==> config.mk <==
export PLATFORM = sky130hd
export DESIGN_NAME = sram_arbiter
export DESIGN_NICKNAME = d
export VERILOG_FILES = /design/src/rtl/sram_arbiter.sv
export SDC_FILE = /design/constraint.sdc
export NUM_CORES = 1
export LEC_CHECK = 0
export ABC_CLOCK_PERIOD_IN_PS = 2850
export BUFFER_PORTS_ARGS = -buffer_cell sky130_fd_sc_hd__buf_2
export CORE_MARGIN = 5
export CORE_UTILIZATION = 54
export CTS_CLUSTER_DIAMETER = 40
export DETAILED_ROUTE_END_ITERATION = 6
export PLACE_DENSITY_LB_ADDON = 0.15
export SKIP_LAST_GASP = 1
export SYNTH_ARGS = -nofsm -noshare
export SYNTH_HDL_FRONTEND = slang
export SYNTH_SLANG_ARGS = --single-unit
export TNS_END_PERCENT = 10
==> constraint.sdc <==
create_clock -name iClk -period 2.85 [get_ports iClk]
set_clock_uncertainty 0.2 [all_clocks]
set_input_delay 0.1425 -clock iClk [delete_from_list [all_inputs] [get_ports iClk]]
set_output_delay 0.1425 -clock iClk [all_outputs]
set_load 0.02 [all_outputs]
==> src/rtl/sram_arbiter.sv <==
// Two-requester SRAM arbiter: the CPU (never stalled) has priority over a level-requesting DMA port.
// Define CFG_SRAM_ARB_PREEMPT_EN to let a CPU strobe abort an in-flight DMA access instead of queueing.
module sram_arbiter #(
  parameter int unsigned ACC_CYC = 2
) (
  input  logic        iClk,
  input  logic        iRstN,
  input  logic [19:0] iCpuAddr,
  input  logic [7:0]  iCpuData,
  input  logic        iCpuMemRd,
  input  logic        iCpuMemWr,
  output logic [7:0]  oCpuData,
  input  logic        iDmaReq,
  input  logic        iDmaWr,
  input  logic [19:0] iDmaAddr,
  input  logic [7:0]  iDmaData,
  output logic        oDmaAck,
  output logic [7:0]  oDmaData,
  output logic [19:0] oSramA,
  output logic [7:0]  oSramDOut,
  input  logic [7:0]  iSramDIn,
  output logic        oSramDir,
  output logic        oSramCe1,
  output logic        oSramCe2,
  output logic        oSramOe,
  output logic        oSramWe,
  output logic        oBusy
);

`ifdef CFG_SRAM_ARB_PREEMPT_EN
  localparam bit PREEMPT = 1'b1;
`else
  localparam bit PREEMPT = 1'b0;
`endif

  localparam logic [2:0] LAST = 3'(ACC_CYC - 1);

  typedef enum logic [1:0] {IDLE, CPU_ACC, DMA_ACC, DMA_DONE} state_e;

  state_e      state_q, state_d;
  logic [2:0]  cnt_q, cnt_d;
  logic [19:0] cpu_addr_q, cpu_addr_d, dma_addr_q, dma_addr_d, pend_addr_q, pend_addr_d;
  logic [7:0]  cpu_data_q, cpu_data_d, dma_data_q, dma_data_d, pend_data_q, pend_data_d;
  logic        cpu_wr_q, cpu_wr_d, dma_wr_q, dma_wr_d, pend_wr_q, pend_wr_d;
  logic        pend_q, pend_d, resume_q, resume_d;
  logic [7:0]  cpu_rdata_q, cpu_rdata_d, dma_rdata_q, dma_rdata_d;

  logic cpu_stb, acc_last, dma_abort;
  logic do_cpu, do_dma_new, do_dma_res;
  logic in_acc, in_dma, a_wr, we_slot;

  assign cpu_stb   = iCpuMemRd | iCpuMemWr;
  assign acc_last  = (cnt_q == LAST);
  assign dma_abort = PREEMPT && (state_q == DMA_ACC) && cpu_stb;

  always_comb begin
    state_d     = state_q;
    cnt_d       = cnt_q;
    cpu_addr_d  = cpu_addr_q;
    cpu_data_d  = cpu_data_q;
    cpu_wr_d    = cpu_wr_q;
    dma_addr_d  = dma_addr_q;
    dma_data_d  = dma_data_q;
    dma_wr_d    = dma_wr_q;
    pend_d      = pend_q;
    pend_addr_d = pend_addr_q;
    pend_data_d = pend_data_q;
    pend_wr_d   = pend_wr_q;
    resume_d    = resume_q;
    cpu_rdata_d = cpu_rdata_q;
    dma_rdata_d = dma_rdata_q;
    do_cpu      = 1'b0;
    do_dma_new  = 1'b0;
    do_dma_res  = 1'b0;

    unique case (state_q)
      IDLE: begin
        if (cpu_stb || pend_q)  do_cpu = 1'b1;
        else if (resume_q)      do_dma_res = 1'b1;
        else if (iDmaReq)       do_dma_new = 1'b1;
      end
      CPU_ACC: begin
        if (acc_last) begin
          cnt_d = 3'd0;
          if (cpu_stb || pend_q)  do_cpu = 1'b1;
          else if (resume_q)      do_dma_res = 1'b1;
          else if (iDmaReq)       do_dma_new = 1'b1;
          else                    state_d = IDLE;
        end else begin
          cnt_d = cnt_q + 3'd1;
        end
      end
      DMA_ACC: begin
        if (dma_abort) begin
          // aborted attempt is replayed from its first cycle once the CPU is done
          do_cpu   = 1'b1;
          resume_d = 1'b1;
        end else if (acc_last) begin
          state_d = DMA_DONE;
          cnt_d   = 3'd0;
        end else begin
          cnt_d = cnt_q + 3'd1;
        end
      end
      DMA_DONE: begin
        if (cpu_stb || pend_q) do_cpu = 1'b1;
        else                   state_d = IDLE;
      end
      default: state_d = IDLE;
    endcase

    if (do_cpu) begin
      state_d = CPU_ACC;
      cnt_d   = 3'd0;
      pend_d  = 1'b0;
      if (cpu_stb) begin
        cpu_addr_d = iCpuAddr;
        cpu_data_d = iCpuData;
        cpu_wr_d   = iCpuMemWr;
      end else begin
        cpu_addr_d = pend_addr_q;
        cpu_data_d = pend_data_q;
        cpu_wr_d   = pend_wr_q;
      end
    end else if (cpu_stb) begin
      // a newer strobe simply overwrites an older pending one
      pend_d      = 1'b1;
      pend_addr_d = iCpuAddr;
      pend_data_d = iCpuData;
      pend_wr_d   = iCpuMemWr;
    end

    if (do_dma_new) begin
      state_d    = DMA_ACC;
      cnt_d      = 3'd0;
      dma_addr_d = iDmaAddr;
      dma_data_d = iDmaData;
      dma_wr_d   = iDmaWr;
    end
    if (do_dma_res) begin
      state_d  = DMA_ACC;
      cnt_d    = 3'd0;
      resume_d = 1'b0;
    end

    if (state_q == CPU_ACC && acc_last && !cpu_wr_q)
      cpu_rdata_d = iSramDIn;
    if (state_q == DMA_ACC && acc_last && !dma_wr_q && !dma_abort)
      dma_rdata_d = iSramDIn;
  end

  always_ff @(posedge iClk or negedge iRstN) begin
    if (!iRstN) begin
      state_q     <= IDLE;
      cnt_q       <= 3'd0;
      cpu_addr_q  <= '0;
      cpu_data_q  <= '0;
      cpu_wr_q    <= 1'b0;
      dma_addr_q  <= '0;
      dma_data_q  <= '0;
      dma_wr_q    <= 1'b0;
      pend_q      <= 1'b0;
      pend_addr_q <= '0;
      pend_data_q <= '0;
      pend_wr_q   <= 1'b0;
      resume_q    <= 1'b0;
      cpu_rdata_q <= '0;
      dma_rdata_q <= '0;
    end else begin
      state_q     <= state_d;
      cnt_q       <= cnt_d;
      cpu_addr_q  <= cpu_addr_d;
      cpu_data_q  <= cpu_data_d;
      cpu_wr_q    <= cpu_wr_d;
      dma_addr_q  <= dma_addr_d;
      dma_data_q  <= dma_data_d;
      dma_wr_q    <= dma_wr_d;
      pend_q      <= pend_d;
      pend_addr_q <= pend_addr_d;
      pend_data_q <= pend_data_d;
      pend_wr_q   <= pend_wr_d;
      resume_q    <= resume_d;
      cpu_rdata_q <= cpu_rdata_d;
      dma_rdata_q <= dma_rdata_d;
    end
  end

  // SRAM pins decode straight from registered state so reset reaches them without a clock
  assign in_dma  = (state_q == DMA_ACC);
  assign in_acc  = (state_q == CPU_ACC) || in_dma;
  assign a_wr    = in_dma ? dma_wr_q : cpu_wr_q;
  assign we_slot = (ACC_CYC == 2) ? (cnt_q == 3'd0) : ((cnt_q != 3'd0) && !acc_last);

  assign oSramA    = in_acc ? (in_dma ? dma_addr_q : cpu_addr_q) : 20'd0;
  assign oSramDOut = (in_acc && a_wr) ? (in_dma ? dma_data_q : cpu_data_q) : 8'd0;
  assign oSramDir  = in_acc && a_wr;
  assign oSramCe1  = !in_acc;
  assign oSramCe2  = in_acc;
  assign oSramOe   = !(in_acc && !a_wr);
  assign oSramWe   = !(in_acc && a_wr && we_slot && !dma_abort);

  assign oBusy    = (state_q != IDLE);
  assign oDmaAck  = (state_q == DMA_DONE);
  assign oDmaData = dma_rdata_q;
  assign oCpuData = cpu_rdata_q;

endmodule

# == Word level (Yosys, flattened, before mapping) ==
# Index checks and enable logic that the tools add are counted.
# word_totals
register_bits,109
inputBits,70
output_inout_bits,51
elab_cells,78
# classes
add_sub_neg,1
eq_ne,9
mux,29
n_bitwise,1
n_reduce_logical,24
# ops
operator,count
$mux 20,3
$mux 8,3
$ne 4x4->1 const B,5
$mux 2,7
$mux 3,4
$mux 1,9
$logic_and 1x1->1,7
$logic_not 1->1,6
$pmux 2 s3,1
$reduce_and 6->1,1
$reduce_bool 6->1,1
$eq 2x2->1 const B,2
$reduce_bool 2->1,2
$reduce_bool 4->1,1
$reduce_or 2->1,2
$add 3x1->3 const B,1
$eq 3x1->1 const B,1
$logic_not 3->1,1
$pmux 1 s3,1
$eq 2x1->1 const B,1
$logic_not 2->1,1
$logic_or 1x1->1,2
$pmux 1 s2,1
$or 1x1->1,1

# == Logic depth before layout (Yosys ltp) ==
# depth
depth_word,7
mapped_depth,8
depth_no_buf,6

# == Worst setup path after synthesis ==
# OpenSTA, ideal clock, no wires.
# synth_timing
kind,reg-to-reg
start,reg state_q[0]
end,reg pend_addr_q[10]
setup_time_ps,125
arrival_ps,2105
required_ps,2525
slack_ps,420
stages_incl_launch_ff,9
n_path_buf,2
synth_period_minus_slack_ps,2430
cell_sequence,dfrtp_1 -> inv_1 -> ha_1 -> buf_2 -> nor2_1 -> or2_4 -> nor2_8 -> buf_6 -> mux2_2
# synth_between
elab_chain_cells,3
elab_cells_between_ends,6
classes_between,eq/ne (3); mux (1); reduce/logical (2)
# synth_rtl
element,line,text
from (decl),40,"state_e state_q, state_d;"
from (signal assigned),170,state_q <= state_d;
$eq 2x2->1 / $logic_not 2->1 (equally long branches),76,unique case (state_q)
$reduce_or 2->1 (no line),n/a,
$pmux 1 s3 (*),76,
to (signal assigned),179,pend_addr_q <= pend_addr_d;
to (decl),42,"logic [19:0] cpu_addr_q, cpu_addr_d, dma_addr_q, dma_addr_d, pend_addr_q, pend_addr_d;"
# Mark *: on every way between the ends. The rest lies on a longest branch, timed or not.
# A chain may end at the register's enable or synchronous reset.

# == Worst setup path after layout ==
# layout_timing
start,reg state_q[0]
end,reg pend_addr_q[17]
# Same word-level chain as after synthesis.

==> impl_metrics.ini <==
[status]
status = completed

[sta]
final.period_utilization_pct = 93.4
report.final.setup_viol = 0
grt_setup_unrepaired = false
worst_slew_margin_rel_pct = 53.8
max_clock_freq_ghz = 0.376
final_period_minus_worst_setup_slack_ns = 2.66
pins_over_slew_limit = 0
setup-tns-final_ns = 0
timing.final.hold_violations = 0
tightest_slew_ns = 0.691

[setup_path]
setup.worst_path.start_class = register
r2r_slack_ns = 0.19
cp-startpoint = state_q[0]
worstPathArrival_ns = 2.71
critPathCaptureType = register
path_max_fanout = 28
bufs_and_invs_on_worst_path = 1
cpPeakStageDelay_ns = 0.47
timing.critical_path.cells = inv_1 > ha_1 > nor2_1 > or2_4 > nor2_8 > mux2_2
setup.worst_path.class = reg -> reg
cp_num_cells = 6
cp_top_family = simple AND/OR/NAND/NOR gates
critical_path.endpoint = pend_addr_q[17]
crit-reg2reg-capture = pend_addr_q[17]
source_of_the_worst_register_to_register_timing_path = state_q[0]
reg2regPathDepth = 6
critical_path.slowest_cell = sky130_fd_sc_hd__ha_1
worst_ep_required_time_ns = 2.90

[yosys]
netlist-cell-type-count = 42
yosysSeqAreaShare_pct = 53.6
synth.net_count = 491
synthesis.instances = 415
postSynthRegisterBits = 109
syn_avg_cell_area_sq_um = 12.3
netlist_area_sq_um = 5080
ys.warnings.count = 0

[floorplan]
floorplan.rows = 35
floorplan_die_area_sq_um = 11500
ios = 121
chipHeight_um = 107
dieWidth_um = 107
core-area_sq_um = 9200
initial_utilization_pct = 55.3

[placed_design]
place.gp.congestion = 0.870
placed_area_sq_um = 5830
dp.final_hpwl_um = 7760
place_inst = 634
port-buffer-count = 120

[clock_network]
cts_num_sinks = 109
numCtsBuffers = 9
post-cts-setup-buffers = 0
cts-resized-gates = 0
htree_levels = 3
cts.reportedPaths.clkPinSlew_ns = 0.10
clockRootBuffer = sky130_fd_sc_hd__clkbuf_8
clock_insertion_delay_worst_skew_ns = 0.37
cts-root-to-sink-buffers = 2
cts_tree = yes

[power_and_ir_drop]
power_per_standard_cell_area_nw_per_um2 = 995
cellLeakagePower_nw = 3.14
power.switching_fraction_pct = 39.5
power_report.internal_total_mw = 4.03
vdd_ir_drop_max_mv = 0.555
p_seq_share_pct = 40.5
share_comb_of_total_power_pct = 46.3
power.share.clock_pct = 13.2
total_switching_power_mw = 2.63

[cells_and_area]
finish.instance_area_sq_um = 6700
area_growth_syn_to_layout_pct = 31.7
nFillCells = 619
multi_input_gate_area_sq_um = 2230
most_common_cell_after_layout_fill_and_taps_aside = sky130_fd_sc_hd__buf_2
final_cell_mix = sky130_fd_sc_hd__buf_2 (119), sky130_fd_sc_hd__dfrtp_1 (109), sky130_fd_sc_hd__mux2_2 (74)
postLayoutCoreUtil_pct = 72.8
num-nets-final = 678
register_area_sq_um = 2730
total_inserted_antenna_cells = 0
drive_gt1_share_pct = 38.2
final_cell_count_no_fill = 718

[worst_hold_path]
holdCritPathClass = in -> reg

[grt]
grt.met2_usage_pct = 35.7
met3_usage_in_global_routing_pct = 4.21
grt_first_pass_wirelength_um = 19200
via_count_of_the_first_global_routing_pass = 3995
grt_use_met1_pct = 27.4
groute.usage.overall_pct = 21.2
globalRoute.totalOverflow = 0
antenna_found_initial = 0
global_route.peak_usage_layer = met2
maximum_number_of_pins_on_one_net_before_global_route_repair = 72

[detailed_routing]
pre_repair_dr_iteration_count = 4
drt_wl_total_um = 11500
number_of_design_rule_violations_left_by_the_first_detailed_router_iteration = 153
viasPerCell = 5.23
route.detailed.wl_per_inst_um = 16.0
drc = 0
dr_total_vias = 3754
detail-route-antenna-nets = 0

[flow_run]
timing.max_cap.violations = 0
per-layer routing:
metal | wire (um) | part of all wire [%]
met3 | 563 | 4.9
met5 | 0 | 0
met1 | 4980 | 43
met4 | 196 | 1.7
met2 | 5750 | 50
repair_timing:
action	4_1_cts	5_1_grt
endpoints found under the setup margin	0	0
hold buffers	68	0
hold endpoints to repair	142	0
final cells by class:
class                      instances  area share (%)
clock buffer                      10            2.05
multi-input combinational        275            33.2
timing repair buffer             199            20.8
clock inverter                     6           0.691
sequential                       109            40.7
tap                              111            2.07
inverter                           8           0.448
tightest hold or removal path, stage by stage:
cell,delay (ns)
sky130_fd_sc_hd__buf_2,0.11
sky130_fd_sc_hd__o211ai_1,0.13
sky130_fd_sc_hd__nand2_1,0.13
sky130_fd_sc_hd__nor2_1,0.06
state kept, by name (all words and copies together) (netlist names), 2 cells and up:
register,cells
pend_addr_q,20
cpu_data_q,8
dma_data_q,8
dma_addr_q,20
cpu_addr_q,20
oCpuData,8
cnt_q,3
state_q,2
pend_data_q,8
oDmaData,8
per-stage QoR:
stage               power [mW]  hold slack, ns  setup WS (ns)
floorplan                 4.82          -0.353          0.420
global placement          5.64         -0.0527          0.291
detailed placement        5.77         -0.0535          0.209
CTS                       6.72          0.0162          0.199
global route              7.17          0.0802         0.0472
finish                    6.66          0.0316          0.187
cells in the mapped netlist:
master	count	area share, %
sky130_fd_sc_hd__and3_1	1	0.12
sky130_fd_sc_hd__mux2i_1	57	11
sky130_fd_sc_hd__dfrtp_1	109	54
sky130_fd_sc_hd__or4_4	1	0.22
sky130_fd_sc_hd__o21ai_0	32	3.1
sky130_fd_sc_hd__a211oi_2	1	0.25
sky130_fd_sc_hd__nor3_1	1	0.098
sky130_fd_sc_hd__nand2b_1	1	0.12
sky130_fd_sc_hd__buf_4	3	0.44
sky130_fd_sc_hd__buf_6	2	0.44
sky130_fd_sc_hd__nand4b_1	1	0.17
sky130_fd_sc_hd__clkbuf_1	10	0.74
sky130_fd_sc_hd__o211a_1	1	0.20
sky130_fd_sc_hd__o211ai_1	1	0.15
sky130_fd_sc_hd__a311oi_2	1	0.30
sky130_fd_sc_hd__nand2_1	34	2.5
sky130_fd_sc_hd__and4bb_1	1	0.25
sky130_fd_sc_hd__or4_1	1	0.15
sky130_fd_sc_hd__nor2_1	36	2.7
sky130_fd_sc_hd__and4bb_2	1	0.25
sky130_fd_sc_hd__xnor2_1	1	0.17
sky130_fd_sc_hd__or2_4	1	0.17
sky130_fd_sc_hd__a21boi_0	1	0.15
sky130_fd_sc_hd__a21oi_1	2	0.20
sky130_fd_sc_hd__o21ai_1	1	0.098
sky130_fd_sc_hd__and4_1	2	0.34
sky130_fd_sc_hd__nand3_1	3	0.30
sky130_fd_sc_hd__inv_1	8	0.59
sky130_fd_sc_hd__nor2_8	1	0.39
sky130_fd_sc_hd__mux2_2	74	16
sky130_fd_sc_hd__or3_4	1	0.22
sky130_fd_sc_hd__a31oi_1	1	0.12
sky130_fd_sc_hd__nand3b_1	1	0.15
sky130_fd_sc_hd__o21bai_1	1	0.15
sky130_fd_sc_hd__nand4_1	2	0.25
sky130_fd_sc_hd__nor2b_1	2	0.25
sky130_fd_sc_hd__buf_2	8	0.79
sky130_fd_sc_hd__o211ai_2	1	0.25
sky130_fd_sc_hd__nor3b_1	1	0.15
sky130_fd_sc_hd__nor4b_1	1	0.17
sky130_fd_sc_hd__ha_1	6	1.5
sky130_fd_sc_hd__xor2_1	1	0.17
cells by family after synthesis:
family | count (synthesis) | share of synthesized area [%]
AOI/OAI and AO/OA | 43 | 5.00
muxes | 131 | 27.6
xor gates and xnor gates | 2 | 0.345
buffers and inverters | 31 | 3.00
and+or+nand+nor | 93 | 8.93
DFF | 109 | 53.6
adders and majority gates | 6 | 1.48
power groups by stage:
| stage | sequential [mW] | combinational (mW) | clock (mW) |
|---|---|---|---|
| floorplan | 2.77 | 2.06 | 0 |
| global placement | 2.69 | 2.95 | 0 |
| detailed placement | 2.74 | 3.03 | 0 |
| CTS | 2.70 | 3.11 | 0.909 |
| global route | 2.80 | 3.39 | 0.974 |
| finish | 2.70 | 3.09 | 0.878 |
how the worst min path moves through the flow:
stage             from             to  depth (start not counted)
5_1_grt        iDmaReq       cnt_q[1]                          4
2_1_floorplan    iRstN       cnt_q[0]                          0
3_5_place_dp     iRstN  dma_addr_q[2]                          1
6_report       iDmaReq       cnt_q[0]                          4
4_1_cts        iDmaReq       cnt_q[0]                          4
3_3_place_gp     iRstN  dma_addr_q[2]                          1
Note: power is estimated with default switching activity, not from simulation.
